File: src/rtl/int_to_float_pkg.sv
`default_nettype none
// ============================================================================
// Module  : int_to_float_pkg
// Purpose : Shared types and elaboration helpers for the sequential
//           integer-to-float converter family.
// Contents: state_t     - converter FSM state encoding
//           float_w()   - packed float width {sign, exponent, mantissa}
//           exp_w_ok()  - checks the exponent field can hold every exponent
// Revision: 1.0 - initial release
// ============================================================================
package int_to_float_pkg;

    typedef enum logic [1:0] {
        S_IDLE  = 2'd0,
        S_NORM  = 2'd1,
        S_ROUND = 2'd2,
        S_DONE  = 2'd3
    } state_t;

    function automatic int float_w(input int exp_w, input int man_w);
        return 1 + exp_w + man_w;
    endfunction

    // The exponent field must represent 0 .. INT_W-1+EXP_BIAS, i.e. at
    // least INT_W-1+EXP_BIAS+1 distinct values.
    function automatic bit exp_w_ok(input int int_w, input int exp_w, input int exp_bias);
        return (int_w - 1 + exp_bias + 1) <= (1 << exp_w);
    endfunction

endpackage : int_to_float_pkg
`default_nettype wire

File: src/rtl/float_round.sv
`default_nettype none
// ============================================================================
// Module  : float_round
// Purpose : Combinational mantissa extraction from a normalised magnitude,
//           guard/sticky generation and optional round-to-nearest-even.
// Ports   : i_frac     - magnitude bits below the leading one (INT_W-1 bits)
//           o_man      - rounded (or truncated) MAN_W-bit mantissa
//           o_carry    - mantissa overflowed on rounding; bump the exponent
//           o_inexact  - some non-zero bits were discarded
// Revision: 1.0 - initial release
// ============================================================================
module float_round #(
    parameter int INT_W = 8,
    parameter int MAN_W = 8,
    parameter int ROUND = 0
) (
    input  logic [INT_W-2:0] i_frac,
    output logic [MAN_W-1:0] o_man,
    output logic             o_carry,
    output logic             o_inexact
);

    // Padding the fraction on the right with MAN_W+2 zeros gives one fixed
    // slicing regardless of whether INT_W-1 is wider or narrower than
    // MAN_W: the pad only ever contributes zeros to mantissa/guard/sticky.
    localparam int c_pw = (INT_W - 1) + MAN_W + 2;

    logic [c_pw-1:0]  w_pad;
    logic [MAN_W-1:0] w_man;
    logic             w_guard;
    logic             w_sticky;
    logic             w_inc;

    assign w_pad     = {i_frac, {(MAN_W + 2){1'b0}}};
    assign w_man     = w_pad[c_pw-1 -: MAN_W];
    assign w_guard   = w_pad[c_pw-1-MAN_W];
    assign w_sticky  = |w_pad[c_pw-2-MAN_W:0];
    assign o_inexact = w_guard | w_sticky;

    // Nearest-even: round up above the halfway point, or exactly at it
    // when the kept mantissa is odd.
    assign w_inc = (ROUND != 0) && w_guard && (w_sticky || w_man[0]);

    assign {o_carry, o_man} = {1'b0, w_man} + (MAN_W + 1)'(w_inc);

endmodule : float_round
`default_nettype wire

File: src/rtl/int_to_float_seq.sv
`default_nettype none
// ============================================================================
// Module  : int_to_float_seq
// Purpose : Sequential signed-integer to float converter. Normalises one
//           bit per cycle, then truncates or rounds to nearest-even.
// Ports   : clk, rst_n             - clock, asynchronous active-low reset
//           in_valid/in_ready      - input handshake
//           in_int                 - signed two's-complement integer
//           out_valid/out_ready    - output handshake
//           out_float              - {sign, exponent, mantissa}
//           out_zero               - result is zero
//           out_inexact            - non-zero bits were discarded
// Revision: 1.0 - initial release
// ============================================================================
module int_to_float_seq
    import int_to_float_pkg::*;
#(
    parameter int INT_W    = 8,
    parameter int EXP_W    = 4,
    parameter int MAN_W    = 8,
    parameter int EXP_BIAS = 0,
    parameter int ROUND    = 0
) (
    input  logic                              clk,
    input  logic                              rst_n,
    input  logic                              in_valid,
    output logic                              in_ready,
    input  logic [INT_W-1:0]                  in_int,
    output logic                              out_valid,
    input  logic                              out_ready,
    output logic [float_w(EXP_W, MAN_W)-1:0]  out_float,
    output logic                              out_zero,
    output logic                              out_inexact
);

    localparam int c_fw    = float_w(EXP_W, MAN_W);
    localparam int c_cnt_w = (INT_W > 2) ? $clog2(INT_W) : 1;

    if (!exp_w_ok(INT_W, EXP_W, EXP_BIAS)) begin : g_exp_w_check
        $error("int_to_float_seq: EXP_W too narrow for INT_W-1+EXP_BIAS");
    end

    state_t             r_state;
    state_t             w_state_nxt;
    logic               r_sign;
    logic               r_zero;
    logic [INT_W-1:0]   r_mag;
    logic [c_cnt_w-1:0] r_exp;
    logic [c_fw-1:0]    r_out_float;
    logic               r_out_zero;
    logic               r_out_inexact;

    logic               w_accept;
    logic               w_shift;
    logic               w_set_zero;
    logic               w_load_out;
    logic [INT_W-1:0]   w_in_mag;
    logic [MAN_W-1:0]   w_man;
    logic               w_carry;
    logic               w_inexact;
    logic [EXP_W-1:0]   w_exp_out;

    // Negation of the most negative value wraps back onto itself, which is
    // exactly the unsigned magnitude 1 followed by zeros.
    assign w_in_mag = in_int[INT_W-1] ? (~in_int + INT_W'(1)) : in_int;

    // ------------------------------------------------------------------
    // FSM: state register
    // ------------------------------------------------------------------
    always_ff @(posedge clk or negedge rst_n) begin
        if (!rst_n) begin
            r_state <= S_IDLE;
        end else begin
            r_state <= w_state_nxt;
        end
    end

    // ------------------------------------------------------------------
    // FSM: next state and datapath controls
    // ------------------------------------------------------------------
    always_comb begin
        w_state_nxt = r_state;
        w_accept    = 1'b0;
        w_shift     = 1'b0;
        w_set_zero  = 1'b0;
        w_load_out  = 1'b0;
        case (r_state)
            S_IDLE: begin
                if (in_valid) begin
                    w_accept    = 1'b1;
                    w_state_nxt = S_NORM;
                end
            end
            S_NORM: begin
                if (r_mag == '0) begin
                    w_set_zero  = 1'b1;
                    w_state_nxt = S_ROUND;
                end else if (r_mag[INT_W-1]) begin
                    w_state_nxt = S_ROUND;
                end else begin
                    w_shift = 1'b1;
                end
            end
            S_ROUND: begin
                w_load_out  = 1'b1;
                w_state_nxt = S_DONE;
            end
            S_DONE: begin
                if (out_ready) begin
                    w_state_nxt = S_IDLE;
                end
            end
            default: w_state_nxt = S_IDLE;
        endcase
    end

    // ------------------------------------------------------------------
    // Rounding / mantissa extraction on the normalised magnitude
    // ------------------------------------------------------------------
    float_round #(
        .INT_W (INT_W),
        .MAN_W (MAN_W),
        .ROUND (ROUND)
    ) u_float_round (
        .i_frac    (r_mag[INT_W-2:0]),
        .o_man     (w_man),
        .o_carry   (w_carry),
        .o_inexact (w_inexact)
    );

    // Mantissa overflow on rounding moves the value up one binade.
    assign w_exp_out = EXP_W'(r_exp) + EXP_W'(w_carry) + EXP_W'(EXP_BIAS);

    // ------------------------------------------------------------------
    // Datapath registers
    // ------------------------------------------------------------------
    always_ff @(posedge clk or negedge rst_n) begin
        if (!rst_n) begin
            r_sign        <= 1'b0;
            r_zero        <= 1'b0;
            r_mag         <= '0;
            r_exp         <= '0;
            r_out_float   <= '0;
            r_out_zero    <= 1'b0;
            r_out_inexact <= 1'b0;
        end else begin
            if (w_accept) begin
                r_sign <= in_int[INT_W-1];
                r_mag  <= w_in_mag;
                r_exp  <= c_cnt_w'(INT_W - 1);
                r_zero <= 1'b0;
            end
            if (w_shift) begin
                r_mag <= r_mag << 1;
                r_exp <= r_exp - c_cnt_w'(1);
            end
            if (w_set_zero) begin
                r_zero <= 1'b1;
            end
            if (w_load_out) begin
                if (r_zero) begin
                    // True zero: no sign, no bias on the exponent.
                    r_out_float   <= '0;
                    r_out_zero    <= 1'b1;
                    r_out_inexact <= 1'b0;
                end else begin
                    r_out_float   <= {r_sign, w_exp_out, w_man};
                    r_out_zero    <= 1'b0;
                    r_out_inexact <= w_inexact;
                end
            end
        end
    end

    // Handshake strobes decode registered state only, so out_ready never
    // reaches in_ready combinationally.
    assign in_ready    = (r_state == S_IDLE);
    assign out_valid   = (r_state == S_DONE);
    assign out_float   = r_out_float;
    assign out_zero    = r_out_zero;
    assign out_inexact = r_out_inexact;

endmodule : int_to_float_seq
`default_nettype wire

File: config.mk
export PLATFORM = sky130hd
export DESIGN_NAME = int_to_float_seq
export DESIGN_NICKNAME = d
export VERILOG_FILES = /design/src/rtl/int_to_float_pkg.sv /design/src/rtl/float_round.sv /design/src/rtl/int_to_float_seq.sv
export SDC_FILE = /design/constraint.sdc
export NUM_CORES = 1
export LEC_CHECK = 0
export CELL_PAD_IN_SITES_DETAIL_PLACEMENT = 0
export CELL_PAD_IN_SITES_GLOBAL_PLACEMENT = 1
export CORE_ASPECT_RATIO = 0.9
export CORE_MARGIN = 5
export CORE_UTILIZATION = 36
export CTS_BUF_LIST = sky130_fd_sc_hd__clkbuf_2 sky130_fd_sc_hd__clkbuf_4 sky130_fd_sc_hd__clkbuf_8
export CTS_CLUSTER_SIZE = 40
export DETAILED_ROUTE_END_ITERATION = 8
export GPL_TIMING_DRIVEN = 1
export PLACE_DENSITY = 0.76
export REMOVE_ABC_BUFFERS = 1
export SLEW_MARGIN = 15
export SYNTH_ARGS = -nofsm -noshare
export SYNTH_HDL_FRONTEND = slang
export SYNTH_SLANG_ARGS = --single-unit
File: constraint.sdc
create_clock -name clk -period 1.7 [get_ports clk]
set_input_delay 0.17 -clock clk [delete_from_list [all_inputs] [get_ports clk]]
set_output_delay 0.17 -clock clk [all_outputs]
set_load 0.005 [all_outputs]
==> impl_metrics.py <==
metrics = {
    "synthesis": {
        "netlist.area_leader.share_pct": 45.88,
        "ys_ff_latch": 27,
        "async_flop_share_pct": 100.0,
        "synth.cell_area_um2": 1473,
        "yosys_warnings": 0,
        "synth_area_leader_cell": "dfrtp_1",
        "yosysMostFrequentCell": "dfrtp_1",
        "synth.yosys.seq_area_share_pct": 45.88,
        "syn_area_per_cell_um2": 9.689,
        "yosys-top-cells-area": "dfrtp_1, ha_1, nand3b_1",
        "ys_types": 36,
        "synthTopCellsByCount": "dfrtp_1, inv_1, nand2_1",
        "synth_edf_count": 0,
        "syn_inst": 152,
        "ys.flop_type": "dfrtp_1",
    },
    "finish": {
        "postLayoutCoreUtil_pct": 50.25,
        "fillers": 375,
        "stdcell_count": 245,
        "fin_nets": 217,
        "design_area_um2": 2019,
        "regArea_um2": 675.6,
        "multi_input_area_um2": 729.5,
        "area_delta_synth_final_pct": 37.13,
        "drive_gt1_share_pct": 23.35,
        "antenna_cells": 0,
    },
    "cts": {
        "cts-buffers-inserted": 3,
        "clock_sinks": 27,
        "root_buffer": "clkbuf_8",
        "htreeDepth": 1,
        "clock_latency_ps": 270,
        "cts_tree": "yes",
        "clkTransAtPathRegs_ps": 90,
        "clockBufferDepth": 2,
    },
    "timing": {
        "final-max-slew-violation-count": 0,
        "skew_ps": 2.786,
        "period_needed_ps": 1845,
        "fin_ws_ps": -144.7,
        "finalCritPeriodShare_pct": 108.5,
        "rsz0062_at_grt": "yes",
        "final-hold-violation-count": 0,
        "max_freq_mhz": 542.1,
        "setup_viol": 7,
    },
    "floorplanning": {
        "start_util_pct": 36.64,
        "dieArea_um2": 5472,
        "die-height_um": 70.68,
        "die_x_um": 77.42,
        "ioPinCount": 29,
        "core-area_um2": 4019,
        "rows": 22,
    },
    "drt": {
        "num_vias": 1177,
        "routed_wl_mm": 3.156,
        "wl_per_cell_um": 12.88,
        "drt_iter0_markers": 43,
        "postRouteAntennaNets": 0,
        "drc": 0,
        "drtPass1Iterations": 4,
        "vias_per_cell": 4.804,
    },
    "placement": {
        "io_buffers": 25,
        "globalplace.congestion": 0.7967,
        "dp_hpwl_mm": 2.474,
        "placedCellCount": 240,
        "placed_cell_area_um2": 1904,
        "pre_cts_ws_ps": -230.7,
    },
    "power_and_ir_drop": {
        "p_total_uw": 3350,
        "ir_worst_vdd_mv": 0.7387,
        "cellLeakagePower_uw": 0.0009138,
        "p_per_area_nw_per_um2": 1659,
    },
    "status": {
        "violations": "setup timing",
        "status": "finished, violations left",
    },
    "critical_path": {
        "critPathArrivalTime_ps": 2010,
        "rr_endpoint": "r_state[1]$_DFFE_PN0P_",
        "critical_path_required_ps": 1860,
        "r2r-start": "r_mag[7]$_DFFE_PN0P_",
        "rr_worst_depth": 4,
        "crit_path_end_kind": "flop",
        "worst_path_largest_cell_delay_ps": 550,
        "crit_slowest_cell": "or4_4",
        "crit_chain": "or4_4 > o21a_4 > a221oi_4 > mux2_4",
        "r2r_slack_ps": -140,
        "cp-startpoint": "r_mag[7]$_DFFE_PN0P_",
        "crit_fanout": 2,
        "start_kind": "flop",
        "critPathKind": "reg2reg",
    },
    "grt": {
        "grt-ovfl-total": 0,
        "grt_max_degree": 28,
        "antenna_found_initial": 0,
        "grt_pass1_vias": 1229,
        "grt.total_usage_pct": 12.18,
        "grt_first_pass_wirelength_mm": 5.451,
    },
    "min_path": {
        "hp-class": "in2async",
    },
    "job": {
        "cap_violations": 0,
    },
}
## cells in the final DEF (no fill, tap or decap), types with 2 or more instances in the layout
| cell type | instances |
|---|---|
| a21oi_1 | 2 |
| a21oi_2 | 2 |
| buf_4 | 23 |
| clkbuf_8 | 3 |
| clkdlybuf4s50_1 | 25 |
| conb_1 | 3 |
| dfrtp_1 | 27 |
| ha_1 | 5 |
| ha_2 | 2 |
| inv_1 | 19 |
| mux2_2 | 2 |
| mux2i_1 | 3 |
| nand2_1 | 15 |
| nand3b_1 | 11 |
| nor2_1 | 8 |
| nor3_2 | 2 |
| o211ai_1 | 2 |
| o21ai_0 | 12 |
| o31ai_1 | 2 |
| or4_4 | 2 |
| xnor2_1 | 2 |
| xor2_1 | 3 |
## critical path: cells and delay by family, from the launching register on
| family | cells | cell delay (ps) |
|---|---|---|
| AO/OA/AOI/OAI | 2 | 470 |
| flip-flops | 1 | 400 |
| multiplexers | 1 | 330 |
| AND/OR/NAND/NOR | 1 | 550 |
## cell type report
| type | count | share of cell area [%] |
|---|---|---|
| Multi-Input combinational cell | 98 | 36.12 |
| Sequential cell | 27 | 33.46 |
| Timing Repair Buffer | 49 | 21.50 |
| Tap cell | 48 | 2.974 |
| Inverter | 19 | 3.532 |
| Clock buffer | 4 | 2.416 |
## registers in the layout, indices dropped and copies added, names as in the netlist
register	flops
r_zero	1
out_zero	1
r_sign	1
r_mag	8
r_exp	3
out_float	11
r_state	2
## routing by layer
layer | vias to the layer above | share of wire (%) | global-route usage (%)
li1 | 594 | - | -
met1 | 546 | 45 | 15.48
met2 | 29 | 48 | 20.00
met3 | 8 | 4.1 | 1.908
met4 | 0 | 2.8 | 6.298
met5 | - | 0 | 0
## where the power goes
part           total (uW)  leakage (uW)  internal [uW]  switching, uW
clock                 378     0.0000262            184            194
combinational        1860      0.000556           1050            807
sequential           1120      0.000332            933            182
## metrics by stage
stage	hold slack, ps	TNS (ps)
6_report	262.7	-520.3
5_1_grt	304.4	-900.3
4_1_cts	273.6	-579.3
3_5_place_dp	476.4	-732.1
3_3_place_gp	465.7	-569.0
2_1_floorplan	-125.6	-335.0
## worst max-delay path by stage
stage / endpoint / cells after the start
final: r_state[1]$_DFFE_PN0P_ / 4
after global routing: r_state[1]$_DFFE_PN0P_ / 4
after CTS: r_state[1]$_DFFE_PN0P_ / 4
after detailed placement: r_mag[6]$_DFFE_PN0P_ / 7
after global placement: r_mag[6]$_DFFE_PN0P_ / 7
after floorplan: r_state[1]$_DFFE_PN0P_ / 4
## logic make-up after synthesis
family | after synthesis | share of synthesized area (%)
AOI/OAI and AO/OA | 30 | 14.36
xor gates and xnor gates | 5 | 2.974
adders and majority gates | 7 | 5.947
buffers and inverters | 29 | 8.836
DFF | 27 | 45.88
muxes | 6 | 4.588
other | 1 | 0.2546
and+or+nand+nor | 47 | 17.16
## repair_timing
item	in CTS	in global routing
buffers inserted	0	1
gates resized for setup	5	10
cloned	0	0
setup endpoints to repair	12	15
hold buffers	0	0
pin swaps	3	2
(Power assumes the default switching activity.)
